--- src/rtl/fp_adder_rs_pkg.sv ---
// Shared constants for the FP add/subtract reservation station: opcodes,
// instruction field positions and tag/data widths.
package fp_adder_rs_pkg;

    localparam int DATA_W = 16;
    localparam int TAG_W  = 3;

    localparam logic [3:0] OP_ADD = 4'h1;
    localparam logic [3:0] OP_SUB = 4'h2;

    localparam logic [TAG_W-1:0] NO_TAG = '0;

    localparam int OP_MSB = 15;
    localparam int OP_LSB = 12;
    localparam int RD_MSB = 11;
    localparam int RD_LSB = 9;
    localparam int RS_MSB = 8;
    localparam int RS_LSB = 6;
    localparam int RT_MSB = 5;
    localparam int RT_LSB = 3;

    function automatic logic isValidOp(input logic [3:0] op);
        return (op == OP_ADD) || (op == OP_SUB);
    endfunction

endpackage

--- src/rtl/fp_adder_rs_add_unit.sv ---
// Non-pipelined adder: the result is computed at start and released on the
// done pulse exactly LATENCY cycles later; result holds between pulses.
module fp_add_unit
    import fp_adder_rs_pkg::*;
#(
    parameter int LATENCY = 2
) (
    input  logic              clock,
    input  logic              Reset,
    input  logic              start,
    input  logic [3:0]        op,
    input  logic [DATA_W-1:0] a,
    input  logic [DATA_W-1:0] b,
    output logic              idle,
    output logic              finish,
    output logic              done,
    output logic [DATA_W-1:0] result
);

    logic              running;
    logic [7:0]        count;
    logic [DATA_W-1:0] sum;

    assign idle   = !running;
    assign finish = running && (count == '0);

    always_ff @(posedge clock or posedge Reset) begin
        if (Reset) begin
            running <= 1'b0;
            count   <= '0;
            sum     <= '0;
            done    <= 1'b0;
            result  <= '0;
        end else begin
            done <= 1'b0;
            if (finish) begin
                running <= 1'b0;
                done    <= 1'b1;
                result  <= sum;
            end else if (running) begin
                count <= count - 8'd1;
            end else if (start) begin
                running <= 1'b1;
                count   <= 8'(LATENCY - 1);
                sum     <= (op == OP_SUB) ? (a - b) : (a + b);
            end
        end
    end

endmodule

--- src/rtl/fp_adder_rs.sv ---
// Reservation station for the FP add/sub unit: captures operands or producer
// tags at issue, snoops the CDB, and feeds ready entries to fp_add_unit.
module fp_adder_rs
    import fp_adder_rs_pkg::*;
#(
    parameter int NUM_RS      = 2,
    parameter int TAG_BASE    = 1,
    parameter int ADD_LATENCY = 2
) (
    input  logic              clock,
    input  logic              Reset,
    input  logic [15:0]       instruction,
    input  logic              Adderin,
    input  logic [2:0]        qj_in,
    input  logic [2:0]        qk_in,
    input  logic [15:0]       R1,
    input  logic [15:0]       R2,
    input  logic [15:0]       R3,
    input  logic [15:0]       R4,
    input  logic [15:0]       R5,
    input  logic [15:0]       R6,
    input  logic [15:0]       R7,
    input  logic              cdb_valid,
    input  logic [2:0]        cdb_tag,
    input  logic [15:0]       cdb_data,
    output logic              Busy,
    output logic [2:0]        issue_tag,
    output logic              instOutEnable,
    output logic [15:0]       instOut,
    output logic              done,
    output logic [15:0]       dout,
    output logic [2:0]        doutAddress,
    output logic [2:0]        done_tag
);

    logic [NUM_RS-1:0] entBusy;
    logic [NUM_RS-1:0] entExec;
    logic [TAG_W-1:0]  entQj   [NUM_RS];
    logic [TAG_W-1:0]  entQk   [NUM_RS];
    logic [DATA_W-1:0] entVj   [NUM_RS];
    logic [DATA_W-1:0] entVk   [NUM_RS];
    logic [DATA_W-1:0] entInst [NUM_RS];

    logic [DATA_W-1:0] regVal [8];
    logic [2:0]        freeIdx, readyIdx, execIdx;
    logic              freeFound, readyFound;
    logic [DATA_W-1:0] dispInst, dispVj, dispVk;
    logic [TAG_W-1:0]  newQj, newQk;
    logic [DATA_W-1:0] newVj, newVk;
    logic              accept, dispatch, unitIdle, unitFinish;

    always_comb begin
        regVal[0] = '0;
        regVal[1] = R1;
        regVal[2] = R2;
        regVal[3] = R3;
        regVal[4] = R4;
        regVal[5] = R5;
        regVal[6] = R6;
        regVal[7] = R7;
    end

    // Scanning from the top down leaves the lowest-index match selected.
    always_comb begin
        freeFound  = 1'b0;
        freeIdx    = '0;
        readyFound = 1'b0;
        readyIdx   = '0;
        dispInst   = '0;
        dispVj     = '0;
        dispVk     = '0;
        for (int i = NUM_RS - 1; i >= 0; i--) begin
            if (!entBusy[i]) begin
                freeFound = 1'b1;
                freeIdx   = 3'(i);
            end
            if (entBusy[i] && !entExec[i] && entQj[i] == NO_TAG && entQk[i] == NO_TAG) begin
                readyFound = 1'b1;
                readyIdx   = 3'(i);
                dispInst   = entInst[i];
                dispVj     = entVj[i];
                dispVk     = entVk[i];
            end
        end
    end

    // A same-cycle CDB broadcast of the producer tag is taken as the value.
    always_comb begin
        newQj = qj_in;
        newVj = '0;
        if (qj_in == NO_TAG) begin
            newVj = regVal[instruction[RS_MSB:RS_LSB]];
        end else if (cdb_valid && cdb_tag == qj_in) begin
            newQj = NO_TAG;
            newVj = cdb_data;
        end
        newQk = qk_in;
        newVk = '0;
        if (qk_in == NO_TAG) begin
            newVk = regVal[instruction[RT_MSB:RT_LSB]];
        end else if (cdb_valid && cdb_tag == qk_in) begin
            newQk = NO_TAG;
            newVk = cdb_data;
        end
    end

    assign Busy      = !freeFound;
    assign issue_tag = 3'(TAG_BASE) + freeIdx;
    assign accept    = Adderin && !Busy && isValidOp(instruction[OP_MSB:OP_LSB]);
    assign dispatch  = readyFound && unitIdle;

    fp_add_unit #(.LATENCY(ADD_LATENCY)) addUnit (
        .clock  (clock),
        .Reset  (Reset),
        .start  (dispatch),
        .op     (dispInst[OP_MSB:OP_LSB]),
        .a      (dispVj),
        .b      (dispVk),
        .idle   (unitIdle),
        .finish (unitFinish),
        .done   (done),
        .result (dout)
    );

    always_ff @(posedge clock or posedge Reset) begin
        if (Reset) begin
            entBusy       <= '0;
            entExec       <= '0;
            for (int i = 0; i < NUM_RS; i++) begin
                entQj[i]   <= NO_TAG;
                entQk[i]   <= NO_TAG;
                entVj[i]   <= '0;
                entVk[i]   <= '0;
                entInst[i] <= '0;
            end
            instOutEnable <= 1'b0;
            instOut       <= '0;
            doutAddress   <= '0;
            done_tag      <= '0;
            execIdx       <= '0;
        end else begin
            instOutEnable <= dispatch;
            if (dispatch) begin
                instOut <= dispInst;
                execIdx <= readyIdx;
            end
            for (int i = 0; i < NUM_RS; i++) begin
                if (unitFinish && execIdx == 3'(i)) begin
                    entBusy[i]  <= 1'b0;
                    entExec[i]  <= 1'b0;
                    doutAddress <= entInst[i][RD_MSB:RD_LSB];
                    done_tag    <= 3'(TAG_BASE + i);
                end
                if (dispatch && readyIdx == 3'(i)) begin
                    entExec[i] <= 1'b1;
                end
                // Issue only targets a free entry, snoop only busy ones.
                if (accept && freeIdx == 3'(i)) begin
                    entBusy[i] <= 1'b1;
                    entExec[i] <= 1'b0;
                    entInst[i] <= instruction;
                    entQj[i]   <= newQj;
                    entVj[i]   <= newVj;
                    entQk[i]   <= newQk;
                    entVk[i]   <= newVk;
                end else if (cdb_valid && entBusy[i]) begin
                    if (entQj[i] != NO_TAG && entQj[i] == cdb_tag) begin
                        entQj[i] <= NO_TAG;
                        entVj[i] <= cdb_data;
                    end
                    if (entQk[i] != NO_TAG && entQk[i] == cdb_tag) begin
                        entQk[i] <= NO_TAG;
                        entVk[i] <= cdb_data;
                    end
                end
            end
        end
    end

endmodule

--- config.mk ---
export PLATFORM = sky130hd
export DESIGN_NAME = fp_adder_rs
export DESIGN_NICKNAME = d
export VERILOG_FILES = /design/src/rtl/fp_adder_rs_pkg.sv /design/src/rtl/fp_adder_rs_add_unit.sv /design/src/rtl/fp_adder_rs.sv
export SDC_FILE = /design/constraint.sdc
export NUM_CORES = 1
export LEC_CHECK = 0
export BUFFER_PORTS_ARGS = -buffer_cell sky130_fd_sc_hd__clkbuf_2
export CELL_PAD_IN_SITES_DETAIL_PLACEMENT = 1
export CELL_PAD_IN_SITES_GLOBAL_PLACEMENT = 1
export CORE_MARGIN = 4
export CORE_UTILIZATION = 36
export DETAILED_ROUTE_END_ITERATION = 7
export MAX_ROUTING_LAYER = met4
export PLACE_DENSITY = 0.68
export SLEW_MARGIN = 20
export SYNTH_ARGS = -nofsm -noshare
export SYNTH_HDL_FRONTEND = slang
export SYNTH_SLANG_ARGS = --single-unit
--- constraint.sdc ---
create_clock -name clock -period 9.58 [get_ports clock]
set_input_delay 0.479 -clock clock [delete_from_list [all_inputs] [get_ports clock]]
set_output_delay 0.479 -clock clock [all_outputs]
set_load 0.01 [all_outputs]
# Word level (Yosys, flattened, before mapping)
# Index checks and enable logic that the tools add are counted.
[op_classes]
order_cmp = 2
n_reduce_logical = 61
n_mul = 0
bitwise = 4
eq_ne = 12
div_mod_pow = 0
shifts = 0
addsub = 4
mux = 71
[ops]
columns = ["op", "n"]
rows = [
  ["two-way mux 16 bit", 27],
  ["binary-select mux 16 bit (select 3 bit)", 2],
  ["two-way mux 3 bit", 22],
  ["logical NOT 3 bit", 9],
  ["logical AND 1 bit", 24],
  ["nonzero test 2 bit", 10],
  ["equality test 3 bit", 6],
  ["two-way mux 1 bit", 18],
  ["nonzero test 3 bit", 6],
  ["adder 16 bit", 1],
  ["two-way mux 8 bit", 2],
  ["subtractor 16 bit", 1],
  ["AND reduction 2 bit", 5],
  ["equality test 3 x 1 -> 1 bit (second input constant)", 3],
  ["equality test 4 x 2 -> 1 bit (second input constant)", 2],
  ["greater-or-equal comparator 4 bit (second input constant)", 2],
  ["logical NOT 8 bit", 1],
  ["NOT 3 -> 4 bit", 2],
  ["subtractor 8 x 1 -> 8 bit (second input constant)", 1],
  ["equality test 4 x 1 -> 1 bit (second input constant)", 1],
  ["logical NOT 1 bit", 4],
  ["adder 1 x 3 -> 3 bit (first input constant)", 1],
  ["AND reduction 3 bit", 1],
  ["NOT 1 bit", 2],
  ["logical OR 1 bit", 1],
]
[word_totals]
ram_bits = 0
romBits = 0
latch_bits = 0
mem_count = 0
regBits = 180

# Logic depth before layout (Yosys ltp)
# Gate-level depths: netlist of the first run.
[depth]
depth_word = 10
mapped_depth = 17
ltp_nobuf = 15

# Cells and area by module
# Synthesis of the first run repeated with hierarchy kept, for this count alone.
[unflattened]
cells_unflattened = 1096
hier_area_um2 = 10632.7
[by_module_without_submodules]
columns = ["module", "n_inst", "cells_per_inst", "area_each_um2"]
rows = [
  ["fp_adder_rs", 1, 792, 8016.4],
  ["fp_add_unit", 1, 304, 2616.3],
]

# Worst setup path before layout of the first run
# No wires, ideal clock.
[synth_timing]
path_kind = "reg-to-reg"
start = "register entQk[3] (netlist name)"
end = "register addUnit.sum[10]"
t_arrival_ns = 3.945
path_stages_with_launch = 18
required_ns = 9.447
path_buffers = 4
setup_ns = 0.133
slack_ns = 5.502
synth_period_minus_slack_ns = 4.078
path_cell_list = "dfrtp_1 -> or4_1 -> buf_2 -> o211a_4 -> clkbuf_1 -> clkbuf_1 -> clkbuf_1 -> a22oi_1 -> ha_1 -> inv_1 -> fa_1 -> a21o_1 -> a211oi_1 -> o21ai_0 -> a31o_2 -> a21oi_1 -> xor2_1 -> o21ai_0"
[synth_between]
elab_chain_cells = 5
elab_cells_between_ends = 12
cone_classes = "2 x add/sub; 1 x eq/ne; 5 x mux; 4 x reduce/logical"
[synth_rtl]
columns = ["element", "line_no", "source"]
rows = [
  ["from (decl)", "fp_adder_rs.sv:39", "logic [TAG_W-1:0] entQk [NUM_RS];"],
  ["from (signal, indexed assignment)", "fp_adder_rs.sv:164", "entQk[i] <= newQk;"],
  ["logical NOT 3 bit (*)", "fp_adder_rs.sv:77", "if (entBusy[i] && !entExec[i] && entQj[i] == NO_TAG && entQk[i] == NO_TAG) begin"],
  ["logical AND 1 bit (*)", "fp_adder_rs.sv:77", ""],
  ["two-way mux 16 bit / two-way mux 1 bit (equally long branches)", "fp_adder_rs.sv:77", ""],
  ["adder 16 bit, or another cell as far along", "fp_adder_rs_add_unit.sv:45", "sum <= (op == OP_SUB) ? (a - b) : (a + b);"],
  ["two-way mux 16 bit / AND reduction 3 bit (equally long branches)", "-", ""],
  ["to (signal assigned)", "fp_adder_rs_add_unit.sv:45", ""],
  ["to (decl)", "fp_adder_rs_add_unit.sv:22", "logic [DATA_W-1:0] sum;"],
]
# Every way passes the cells marked *; elsewhere a longest branch is shown, timed or not.
# A chain may end at the register's enable or synchronous reset.

# Worst setup path after layout of the first run
[layout_timing]
start = "register entQk[0] (netlist name)"
end = "register addUnit.sum[10]"
[layout_between]
elab_chain_cells = 6
elab_cells_between_ends = 16
cone_classes = "2 x add/sub; 1 x eq/ne; 9 x mux; 4 x reduce/logical"
[layout_rtl]
columns = ["element", "line_no"]
rows = [
  ["logical NOT 3 bit (*)", "fp_adder_rs.sv:77"],
  ["logical AND 1 bit (*)", "fp_adder_rs.sv:77"],
  ["two-way mux 16 bit / two-way mux 1 bit (equally long branches) (2 in a row)", "fp_adder_rs.sv:77"],
  ["adder 16 bit, or another cell as far along", "fp_adder_rs_add_unit.sv:45"],
  ["two-way mux 16 bit / AND reduction 3 bit (equally long branches)", "-"],
]
# Marked as above.

==> summary.md, run 1 <==
| Metric | Value |
|---|---|
| Cell chosen for the clock root | `sky130_fd_sc_hd__clkbuf_16` |
| Final layout net count | `roughly 1.6k` |
| Clock latency of the later-clocked register in the worst-skew pair | `0.44 ns` |
| Cell chain of the critical path | `nor4_1, o211a_4, a22o_1, or2_1, nand2_1, xnor2_1, fa_1, a21o_1, a211oi_1, o21ai_0, a31o_2, a21oi_1, xor2_1, o21ai_0` |
| Bufs and invs on worst path | `0` |
| Capturing point of the worst reg2reg path | `addUnit.sum[10]` |
| Number of nets with antenna violations after detailed routing | `0` |
| GP Congestion | `0.806` |
| Cell count after synthesis | `1276` |
| Critical Path Most Common Cell | `sky130_fd_sc_hd__o21ai_0` |
| Total placed instance area | `0.0125 mm²` |
| Number of distinct library cells after synthesis | `63` |
| Max-cap viol count | `0` |
| Netlist area before placement | `0.0113 mm²` |
| Via-to-Cell Ratio | `5.49` |
| Net switching fraction of the power | `42.8%` |
| Clk pin slew, worst setup/hold paths | `0.07 ns` |
| Synthesis Warnings | `0` |
| Final design instance area without fill | `0.0131 mm²` |
| Fin util | `42.6%` |
| Largest area contributor in the netlist | `sky130_fd_sc_hd__dfrtp_1` |
| Final count of hold timing violations | `0` |
| Depth of the worst register-to-register path | `14` |
| Global-route congestion overflow total | `0` |
| Met1 Routed Length | `17500 µm` |
| Number of instances in the placed design | `about 1.8k` |
| Transition time at the pin with the least slew margin | `about 1.0 ns` |
| Share of async-settable or async-resettable flops after synthesis | `100%` |
| Sum of net half-perimeters after detailed placement | `26100 µm` |
| Post-route clock skew | `0.0142 ns` |
| Top metal layer carrying routed signals | `met4` |
| Number of rows in the core area | `64` |
| Detailed-route wire length | `35600 µm` |
| CTS tree | `yes` |
| Seq/Total Area, Yosys | `39.3%` |
| Worst-case headroom to the max-slew limit | `30.4%` |
| Largest delay contributor family on the critical path | `compound AO/OA/AOI/OAI gates` |
| Number of inserted diodes | `0` |
| Syn-to-layout area delta | `16.2%` |
| Via count of the routed design | `9974` |
| Number of buffers inserted for hold repair after clock tree synthesis | `0` |
| Setup Buffers After CTS | `0` |
| Critical path class | `register to register` |
| Peak per-stage delay on the critical path | `0.71 ns` |
| Power density of the placed cells | `roughly 280 mW/mm²` |
| Static leakage power | `6.25 nW` |
| Layout Cells excl Fill | `between 1.5k and 2k` |
| Count of cells resized by post-cts repair | `0` |
| Number of antenna violations at the first check in global routing | `0` |
| Worst-path fanout max | `between 50 and 60` |
| Switching component of the power | `1.59 mW` |
| Setup Viol. Count Final | `0` |
| Final Slew Violations | `0` |
| Worst hold path type | `input port to asynchronous set/reset pin` |
| Part of the total power dissipated in sequential elements | `35.0%` |
| Stages on worst setup path | `14` |
| Comb power frac | `46.6%` |
| Clock Path Buffers | `2` |
| Post-synthesis register bit count | `177` |
| Main synth FF type | `sky130_fd_sc_hd__dfrtp_1` |
| Depth of the CTS H-tree | `4` |
| Initial core utilization | `36.6%` |
| Startpoint of the most critical register-to-register path | `entQk[0]` |
| Buffers added on ports | `198` |
| Pre-CTS worst setup slack | `4.74 ns` |
| Core Area | `0.0307 mm²` |
| Worst hold slack after final layout | `0.208 ns` |
| Number of top-level design ports | `201` |
| Run status | `finished, final reports clean` |
| Nature of the critical path endpoint | `register` |
| Leading cell type in the layout, fill and taps excluded | `sky130_fd_sc_hd__nand2_1` |
| Largest net degree at the start of global routing | `112` |
| Max frequency | `206 MHz` |
| Average detailed-routed wire length per instance | `19.6 µm` |
| Top library cells by usage in the layout, fill and taps aside | `270 x sky130_fd_sc_hd__nand2_1, 198 x sky130_fd_sc_hd__clkbuf_2, 177 x sky130_fd_sc_hd__dfrtp_1` |
| Total length of routed met2 wires | `16300 µm` |
| Cell internal power dissipation | `2.12 mW` |
| Number of remaining DRC errors | `0` |
| Register-to-register path setup slack | `around 4.7 ns` |
| Unrepaired setup endpoints after global routing | `false` |
| Share of Yosys cell area claimed by the top area cell type | `39.3%` |
| First-pass GRT wire length | `58000 µm` |
| Setup crit start | `entQk[0]` |
| Fraction of layout instances using a drive strength above 1 | `22.8%` |
| Mean area per synthesized cell | `8.82 µm²` |
| Count of flip-flops with a built-in enable after synthesis | `0` |
| Largest cells by area after synthesis | `sky130_fd_sc_hd__dfrtp_1 39%, sky130_fd_sc_hd__nand2_1 9.0%, sky130_fd_sc_hd__mux4_2 6.4%` |
| Worst EP arrival | `5.13 ns` |
| Initial DRC count | `547` |
| Power share of the clock group | `18.5%` |
| Met3 wirelength from detailed routing | `around 1400 µm` |
| Final setup TNS | `0 ns` |
| Required arrival time at the worst endpoint | `9.87 ns` |
| IR drop worst, VDD | `0.151 mV` |
| Post-layout power | `between 3 and 4 mW` |
| Slowest-stage cell, CP | `sky130_fd_sc_hd__nor4_1` |
| Sink Count | `177` |
| Via count of the first global-routing pass | `10.5k` |
| Crit path to | `addUnit.sum[10]` |
| Setup ws final | `~4.7 ns` |
| Chip Width | `185 µm` |
| Total track usage | `a little over a fifth` |
| First-pass iteration count of the detailed router | `5` |
| Die area | `approximately 0.034 mm²` |
| Inserted Clock Buffers | `17` |
| Die Y | `185 µm` |
| Final cycle utilization of the critical path | `50.6%` |
| Element type at the critical path start | `register` |
| Final critical-path required period | `a little under 5 ns` |
worst register-to-register path, cell delays in order (launching register included):
cell and delay, ns:
sky130_fd_sc_hd__dfrtp_1 0.43, sky130_fd_sc_hd__nor4_1 0.71, sky130_fd_sc_hd__o211a_4 0.72, sky130_fd_sc_hd__a22o_1 0.33, sky130_fd_sc_hd__or2_1 0.33, sky130_fd_sc_hd__nand2_1 0.12, sky130_fd_sc_hd__xnor2_1 0.18, sky130_fd_sc_hd__fa_1 0.45
sky130_fd_sc_hd__a21o_1 0.19, sky130_fd_sc_hd__a211oi_1 0.33, sky130_fd_sc_hd__o21ai_0 0.24, sky130_fd_sc_hd__a31o_2 0.28, sky130_fd_sc_hd__a21oi_1 0.16, sky130_fd_sc_hd__xor2_1 0.15, sky130_fd_sc_hd__o21ai_0 0.08
worst min path at each step:
stage                   startpoint                 to  slack, ns  depth (start not counted)
global route        instruction[9]        entInst[25]       0.25                          3
global placement    addUnit.sum[4]  addUnit.result[4]       0.45                          2
floorplan           addUnit.sum[0]  addUnit.result[0]       0.44                          2
CTS                 instruction[1]         entInst[1]       0.24                          3
finish                       Reset        done_tag[1]       0.21                          2
detailed placement  addUnit.sum[0]  addUnit.result[0]       0.46                          2
metal layers:
layer	global-route usage, %	vias to the layer above
met5	-	-
li1	-	4823
met1	30.9	4905
met3	3.24	25
met2	33.4	221
met4	4.11	0
cell families (layout without fill, tap and decap cells):
logic type	Yosys count	after routing	share of synthesized area [%]
and+or+nand+nor	460	460	17.8
AOI/OAI and AO/OA	331	331	18.0
DFF	177	177	39.3
muxes	132	132	15.6
buffers and inverters	116	260	3.99
xor gates and xnor gates	42	42	3.27
adders and majority gates	17	17	1.96
other	1	2	0.0333
power by group through the flow:
stage / combinational (mW) / sequential [mW] / clock [mW]
after floorplan: 1.28 / 1.26 / 0
after global placement: 1.68 / 1.30 / 0
after detailed placement: 1.73 / 1.31 / 0
after CTS: 1.75 / 1.30 / 0.702
after global routing: 1.96 / 1.34 / 0.733
final: 1.73 / 1.30 / 0.685
registers in the layout (all words and copies together) (netlist names), 3 cells and up:
name / count
entVk: 32
addUnit.result: 16
addUnit.count: 8
doutAddress: 3
instOut: 16
addUnit.sum: 16
entQk: 6
entVj: 32
entInst: 32
entQj: 6
layout make-up:
| class | count | area (µm²) |
|---|---|---|
| sequential | 177 | 4430 |
| timing repair buffer | 213 | 1100 |
| clock inverter | 15 | 146 |
| multi-input combinational | 984 | 6420 |
| inverter | 15 | 63.8 |
| fill | 3665 | 17700 |
| tap | 396 | 495 |
| clock buffer | 17 | 425 |
synth_stat cells, types with 2 or more instances:
cell                       number
sky130_fd_sc_hd__nand2_1      270
sky130_fd_sc_hd__dfrtp_1      177
sky130_fd_sc_hd__o21ai_0      140
sky130_fd_sc_hd__clkbuf_1      81
sky130_fd_sc_hd__mux2i_1       68
sky130_fd_sc_hd__nor2_1        63
sky130_fd_sc_hd__a22oi_1       60
sky130_fd_sc_hd__a21oi_1       51
sky130_fd_sc_hd__nand3_1       43
sky130_fd_sc_hd__mux2_2        32
sky130_fd_sc_hd__mux4_2        32
sky130_fd_sc_hd__xnor2_1       28
sky130_fd_sc_hd__o22ai_1       20
sky130_fd_sc_hd__a22o_1        18
sky130_fd_sc_hd__ha_1          16
sky130_fd_sc_hd__xor2_1        14
sky130_fd_sc_hd__buf_1         13
sky130_fd_sc_hd__inv_1         13
sky130_fd_sc_hd__nor3_1        13
sky130_fd_sc_hd__nand2b_1      12
sky130_fd_sc_hd__or3_1         12
sky130_fd_sc_hd__o31ai_1       11
sky130_fd_sc_hd__nor4_1         8
sky130_fd_sc_hd__and3_1         6
sky130_fd_sc_hd__and2_1         5
sky130_fd_sc_hd__buf_2          5
sky130_fd_sc_hd__nor2b_1        5
sky130_fd_sc_hd__nor3b_1        5
sky130_fd_sc_hd__a211oi_1       4
sky130_fd_sc_hd__nand4_1        4
sky130_fd_sc_hd__o21ai_1        4
sky130_fd_sc_hd__nand3b_1       3
sky130_fd_sc_hd__o21a_1         3
sky130_fd_sc_hd__or2_1          3
sky130_fd_sc_hd__a21o_1         2
sky130_fd_sc_hd__buf_4          2
sky130_fd_sc_hd__nor4b_1        2
sky130_fd_sc_hd__o211ai_1       2
sky130_fd_sc_hd__or4b_1         2
No activity file was read; power rests on OpenSTA's default activity.
==> run 2, diff against run 1 <==
PLACE_DENSITY = 0.71   (was 0.68)
clock period = 3.9 ns   (was 9.58 ns; I/O delays follow)
==> summary.md, run 2 (same netlist as run 1, synthesis figures left out) <==
| Metric | Value |
|---|---|
| Run status | `finished, final reports clean (unchanged)` |
| Power share of the clock group | `18.6% (was 18.5%)` |
| Number of instances in the placed design | `1818 (was 1785)` |
| Via-to-Cell Ratio | `5.55 (was 5.49)` |
| Die Y | `185 µm (unchanged)` |
| Final critical-path required period | `3.78 ns (was 4.84 ns)` |
| Net switching fraction of the power | `42.0% (was 42.8%)` |
| Max frequency | `265 MHz (was 206 MHz)` |
| Total placed instance area | `0.0128 mm² (was 0.0125 mm²)` |
| Cell chosen for the clock root | `sky130_fd_sc_hd__clkbuf_16 (unchanged)` |
| Largest net degree at the start of global routing | `178 (was 112)` |
| Critical path class | `register to register (unchanged)` |
| Nature of the critical path endpoint | `register (unchanged)` |
| Number of remaining DRC errors | `0 (unchanged)` |
| Max-cap viol count | `0 (unchanged)` |
| CTS tree | `yes (unchanged)` |
| Setup crit start | `entExec[0] (was entQk[0])` |
| Sink Count | `177 (unchanged)` |
| Leading cell type in the layout, fill and taps excluded | `sky130_fd_sc_hd__nand2_1 (unchanged)` |
| Clock latency of the later-clocked register in the worst-skew pair | `0.46 ns (was 0.44 ns)` |
| Buffers added on ports | `198 (unchanged)` |
| First-pass iteration count of the detailed router | `5 (unchanged)` |
| Capturing point of the worst reg2reg path | `addUnit.sum[15] (was addUnit.sum[10])` |
| Number of antenna violations at the first check in global routing | `0 (unchanged)` |
| Depth of the worst register-to-register path | `13 (was 14)` |
| Final Slew Violations | `0 (unchanged)` |
| Comb power frac | `49.6% (was 46.6%)` |
| Element type at the critical path start | `register (unchanged)` |
| Required arrival time at the worst endpoint | `4.27 ns (was 9.87 ns)` |
| Worst hold slack after final layout | `0.0397 ns (was 0.208 ns)` |
| Post-route clock skew | `0.0176 ns (was 0.0142 ns)` |
| Startpoint of the most critical register-to-register path | `entExec[0] (was entQk[0])` |
| Unrepaired setup endpoints after global routing | `true (was false)` |
| Register-to-register path setup slack | `0.12 ns (was 4.74 ns)` |
| Number of inserted diodes | `0 (unchanged)` |
| Final setup TNS | `0 ns (unchanged)` |
| IR drop worst, VDD | `0.414 mV (was 0.151 mV)` |
| Initial core utilization | `36.6% (unchanged)` |
| Inserted Clock Buffers | `17 (unchanged)` |
| Die area | `0.0342 mm² (unchanged)` |
| Core Area | `0.0307 mm² (unchanged)` |
| Final count of hold timing violations | `0 (unchanged)` |
| Final layout net count | `1630 (was 1582)` |
| Worst-path fanout max | `6 (was 51)` |
| Initial DRC count | `634 (was 547)` |
| Via count of the first global-routing pass | `10.9k (was 10.5k)` |
| GP Congestion | `0.855 (was 0.806)` |
| Static leakage power | `6.57 nW (was 6.25 nW)` |
| Via count of the routed design | `10.4k (was 9974)` |
| Sum of net half-perimeters after detailed placement | `26400 µm (was 26100 µm)` |
| Worst EP arrival | `4.14 ns (was 5.13 ns)` |
| First-pass GRT wire length | `59600 µm (was 58000 µm)` |
| Setup Viol. Count Final | `0 (unchanged)` |
| Layout Cells excl Fill | `1865 (was 1817)` |
| Biggest regs | `entInst x32, entVj x32, entVk x32 (unchanged)` |
| Final design instance area without fill | `0.0137 mm² (was 0.0131 mm²)` |
| Power density of the placed cells | `728 mW/mm² (was 284 mW/mm²)` |
| Worst-case headroom to the max-slew limit | `27.4% (was 30.4%)` |
| Number of nets with antenna violations after detailed routing | `0 (unchanged)` |
| Detailed-route wire length | `36600 µm (was 35600 µm)` |
| Final cycle utilization of the critical path | `96.8% (was 50.6%)` |
| Clk pin slew, worst setup/hold paths | `0.08 ns (was 0.07 ns)` |
| Number of rows in the core area | `64 (unchanged)` |
| Syn-to-layout area delta | `22.0% (was 16.2%)` |
| Clock Path Buffers | `2 (unchanged)` |
| Cell internal power dissipation | `5.80 mW (was 2.12 mW)` |
| Part of the total power dissipated in sequential elements | `31.8% (was 35.0%)` |
| Global-route congestion overflow total | `0 (unchanged)` |
| Crit path to | `addUnit.sum[15] (was addUnit.sum[10])` |
| Number of top-level design ports | `201 (unchanged)` |
| Total track usage | `22.3% (was 21.7%)` |
| Depth of the CTS H-tree | `4 (unchanged)` |
| Fraction of layout instances using a drive strength above 1 | `26.2% (was 22.8%)` |
| Worst hold path type | `input port to register (was input port to asynchronous set/reset pin)` |
| Fin util | `44.7% (was 42.6%)` |
| Switching component of the power | `4.20 mW (was 1.59 mW)` |
| Chip Width | `185 µm (unchanged)` |
| Transition time at the pin with the least slew margin | `1.09 ns (was 1.04 ns)` |
| Top library cells by usage in the layout, fill and taps aside | `270 x sky130_fd_sc_hd__nand2_1, 198 x sky130_fd_sc_hd__clkbuf_2, 177 x sky130_fd_sc_hd__dfrtp_1 (unchanged)` |
| Average detailed-routed wire length per instance | `19.6 µm (about the same)` |
==> run 2: area by class of cell <==
type	instances	area, µm²
sequential	177	4430
clock inverter	14	211
tap	396	495
multi-input combinational	985	6550
inverter	15	60.1
clock buffer	18	429
fill	3717	17000
timing repair buffer	260	1560
==> run 2: per-stage QoR <==
stage | setup WS (ns) | total power, mW
after detailed placement | -0.0246 | 7.80
after global routing | -0.0468 | 10.8
after floorplan | -0.00280 | 6.27
after CTS | 0.00689 | 9.77
final | 0.124 | 10.0
after global placement | 0.0460 | 7.65
==> run 2: worst min path at each step <==
stage               slack [ns]  cells past startpoint             from          end
finish                    0.04                      2  instruction[12]  entInst[29]
global route              0.04                      2  instruction[12]  entInst[29]
CTS                       0.02                      3         qj_in[1]     entQj[1]
detailed placement        0.41                      3   instruction[1]   entInst[1]
global placement          0.41                      3   instruction[1]   entInst[1]
floorplan                 0.28                      1  instruction[12]  entInst[13]
==> run 2: critical path: stages, from the launching register on <==
cell and delay, ns:
sky130_fd_sc_hd__dfrtp_1 0.39, sky130_fd_sc_hd__or4b_4 0.58, sky130_fd_sc_hd__o211a_4 0.31, sky130_fd_sc_hd__a22o_4 0.25, sky130_fd_sc_hd__or2_4 0.28, sky130_fd_sc_hd__and3_1 0.19
sky130_fd_sc_hd__xor2_1 0.15, sky130_fd_sc_hd__a22oi_1 0.12, sky130_fd_sc_hd__ha_1 0.36, sky130_fd_sc_hd__o2111a_1 0.24, sky130_fd_sc_hd__nor3_2 0.07, sky130_fd_sc_hd__or3_4 0.39
sky130_fd_sc_hd__a311o_1 0.27, sky130_fd_sc_hd__o211ai_1 0.09
==> run 2: power by group through the flow <==
stage	registers, mW	logic [mW]	clock network (mW)
after floorplan	3.10	3.16	0
after global placement	3.18	4.47	0
after detailed placement	3.21	4.59	0
after CTS	3.18	4.69	1.90
after global routing	3.28	5.55	1.98
final	3.18	4.96	1.86
==> run 2: per-layer routing <==
metal  global-route usage, %  part of all wire, %  vias to the layer above
met1                    30.4                   47                     5112
met4                    4.93                  1.4                        0
met2                    35.1                   47                      280
met3                    3.79                  4.6                       33
met5                       -                    0                        -
li1                        -                    -                     4935
==> run 2: what timing repair did <==
action,CTS,global route
resized for setup,3,27
pin swaps,5,17
buffers inserted,1,4
hold endpoints to repair,12,52
hold buffers,6,1
setup endpoints to repair,4,6
gates cloned,0,2
==> run 3, diff against run 2 <==
CAP_MARGIN = 40   (was default)
REMOVE_ABC_BUFFERS = 1   (was default)
==> summary.md, run 3 (same netlist as run 1, synthesis figures left out) <==
| Metric | Value |
|---|---|
| Run status | `finished, final reports clean (unchanged)` |
| Number of filler cells placed in the layout | `3659 (was 3717)` |
| Depth of the CTS H-tree | `4 (unchanged)` |
| Power density of the placed cells | `741 mW/mm² (was 728 mW/mm²)` |
| Number of instances in the placed design | `1837 (was 1818)` |
| Worst hold path type | `input port to register (unchanged)` |
| Final layout net count | `1652 (was 1630)` |
| Setup Viol. Count Final | `0 (unchanged)` |
| Final count of hold timing violations | `0 (unchanged)` |
| Clock Path Buffers | `2 (unchanged)` |
| Final Slew Violations | `0 (unchanged)` |
| Chip Width | `185 µm (unchanged)` |
| Depth of the worst register-to-register path | `14 (was 13)` |
| Core Area | `0.0307 mm² (unchanged)` |
| Syn-to-layout area delta | `24.1% (was 22.0%)` |
| Fraction of layout instances using a drive strength above 1 | `27.4% (was 26.2%)` |
| First-pass iteration count of the detailed router | `5 (unchanged)` |
| Post-route clock skew | `0.0140 ns (was 0.0176 ns)` |
| Number of antenna violations at the first check in global routing | `1 (was 0)` |
| Initial core utilization | `36.6% (unchanged)` |
| Via count of the first global-routing pass | `11.1k (was 10.9k)` |
| Setup crit start | `entQk[5] (was entExec[0])` |
| Required arrival time at the worst endpoint | `4.26 ns (was 4.27 ns)` |
| Capturing point of the worst reg2reg path | `addUnit.sum[15] (unchanged)` |
| Sum of net half-perimeters after detailed placement | `27700 µm (was 26400 µm)` |
| Startpoint of the most critical register-to-register path | `entQk[5] (was entExec[0])` |
| Detailed-route wire length | `38300 µm (was 36600 µm)` |
| Leading cell type in the layout, fill and taps excluded | `sky130_fd_sc_hd__nand2_1 (unchanged)` |
| Final cycle utilization of the critical path | `97.7% (was 96.8%)` |
| Die area | `0.0342 mm² (unchanged)` |
| Worst-case hold path end point | `entInst[29] (unchanged)` |
| Total track usage | `23.0% (was 22.3%)` |
| Largest net degree at the start of global routing | `84 (was 178)` |
| Worst hold slack after final layout | `0.0452 ns (was 0.0397 ns)` |
| Clock latency of the later-clocked register in the worst-skew pair | `0.45 ns (was 0.46 ns)` |
| Average detailed-routed wire length per instance | `20.3 µm (was 19.6 µm)` |
| Buffers added on ports | `198 (unchanged)` |
| Inserted Clock Buffers | `17 (unchanged)` |
| Element type at the critical path start | `register (unchanged)` |
| Worst-path fanout max | `7 (was 6)` |
| Static leakage power | `6.70 nW (was 6.57 nW)` |
| Worst-case headroom to the max-slew limit | `53.0% (was 27.4%)` |
| Biggest regs | `entInst x32, entVj x32, entVk x32 (unchanged)` |
| Hold Path Depth | `2 (unchanged)` |
| Nature of the critical path endpoint | `register (unchanged)` |
| Number of remaining DRC errors | `0 (unchanged)` |
| Max-cap viol count | `0 (unchanged)` |
| Layout Cells excl Fill | `1888 (was 1865)` |
| Via count of the routed design | `10.5k (was 10.4k)` |
| IR drop worst, VDD | `0.333 mV (was 0.414 mV)` |
| Via-to-Cell Ratio | `5.56 (was 5.55)` |
| Sink Count | `177 (unchanged)` |
| Critical path class | `register to register (unchanged)` |
| Register-to-register path setup slack | `0.09 ns (was 0.12 ns)` |
| Cell chosen for the clock root | `sky130_fd_sc_hd__clkbuf_16 (unchanged)` |
| Top library cells by usage in the layout, fill and taps aside | `270 x sky130_fd_sc_hd__nand2_1, 198 x sky130_fd_sc_hd__clkbuf_2, 177 x sky130_fd_sc_hd__dfrtp_1 (unchanged)` |
| First-pass GRT wire length | `61300 µm (was 59600 µm)` |
| Pre-CTS worst setup slack | `-0.115 ns (was -0.0246 ns)` |
| CTS tree | `yes (unchanged)` |
| Hold Path Origin | `instruction[12] (unchanged)` |
| Setup ws final | `0.0908 ns (was 0.124 ns)` |
| Number of rows in the core area | `64 (unchanged)` |
| Die Y | `185 µm (unchanged)` |
| Initial DRC count | `587 (was 634)` |
| Max frequency | `263 MHz (was 265 MHz)` |
| Unrepaired setup endpoints after global routing | `true (unchanged)` |
| Worst EP arrival | `4.17 ns (was 4.14 ns)` |
| Transition time at the pin with the least slew margin | `0.705 ns (was 1.09 ns)` |
| Clk pin slew, worst setup/hold paths | `0.07 ns (was 0.08 ns)` |
| Final critical-path required period | `3.81 ns (was 3.78 ns)` |
| Global-route congestion overflow total | `0 (unchanged)` |
| GP Congestion | `0.879 (was 0.855)` |
| Number of nets with antenna violations after detailed routing | `0 (unchanged)` |
| Number of top-level design ports | `201 (unchanged)` |
-- run 3: changes by cell type in the layout (fill, tap and decap cells not counted), moves of 2 or more --
cell                         change
sky130_fd_sc_hd__buf_12          +3
sky130_fd_sc_hd__buf_4          +14
sky130_fd_sc_hd__buf_8           +3
sky130_fd_sc_hd__clkinv_4        +3
sky130_fd_sc_hd__clkinvlp_4      -2
sky130_fd_sc_hd__inv_6           +3
sky130_fd_sc_hd__o21ai_0         -2
sky130_fd_sc_hd__o21ai_1         +2
-- run 3: how the worst max path moves through the flow --
stage | to | depth (start not counted)
after detailed placement | addUnit.sum[10] | 15
after floorplan | addUnit.sum[10] | 14
after CTS | addUnit.sum[10] | 17
after global routing | addUnit.sum[15] | 16
after global placement | addUnit.sum[10] | 14
final | addUnit.sum[15] | 14
-- run 3: cell type report --
class | count | area [µm²] | share of cell area [%]
diodes | 1 | 2.50 | 0.0179
clock buffers | 17 | 425 | 3.04
clock inverters | 15 | 190 | 1.36
inverters | 15 | 61.3 | 0.439
multi-input cells | 985 | 6560 | 46.9
flip-flops and latches | 177 | 4430 | 31.7
well taps | 396 | 495 | 3.55
repair buffers | 282 | 1810 | 13.0
-- run 3: layer usage --
metal | track usage (%) | vias up | wire (µm)
met5 | - | - | 0
met4 | 4.93 | 0 | 558
met3 | 3.04 | 41 | 1210
met2 | 37.7 | 210 | 19000
met1 | 30.9 | 5251 | 17600
li1 | - | 4990 | -
-- run 3: through the flow --
step	util [%]	setup TNS (ns)	instance area (µm²)	total power, mW
after CTS	44.6	0	13700	9.99
after detailed placement	42.3	-0.176	13000	8.04
after global routing	45.4	-0.167	14000	11.1
after floorplan	-	-208.85	10900	6.07
final	45.4	0	14000	10.4
after global placement	41.9	0	12900	7.84
-- run 3: timing repair --
item / in CTS / in global routing
pin swaps: 4 / 19
resized for setup: 6 / 30
buffers inserted: 0 / 7
hold buffers: 7 / 0
setup endpoints to repair: 5 / 6
hold endpoints to repair: 93 / 0
cloned: 0 / 2
-- run 3: report_power, final --
part           internal (mW)  leakage (nW)  switching, mW
clock network          0.926         0.300          0.863
registers               2.57          2.31          0.582
logic                   2.45          4.09           2.97
-- run 3: worst max-delay path, stage by stage, from the launching register on --
cell	delay, ns
sky130_fd_sc_hd__dfrtp_1	0.38
sky130_fd_sc_hd__or4b_4	0.58
sky130_fd_sc_hd__o211a_4	0.29
sky130_fd_sc_hd__a22o_1	0.24
sky130_fd_sc_hd__or2_4	0.28
sky130_fd_sc_hd__buf_6	0.14
sky130_fd_sc_hd__and3_4	0.15
sky130_fd_sc_hd__xor2_1	0.18
sky130_fd_sc_hd__a22oi_2	0.14
sky130_fd_sc_hd__ha_4	0.29
sky130_fd_sc_hd__o2111a_1	0.24
sky130_fd_sc_hd__nor3_2	0.06
sky130_fd_sc_hd__or3_4	0.38
sky130_fd_sc_hd__a311o_1	0.28
sky130_fd_sc_hd__o211ai_1	0.09
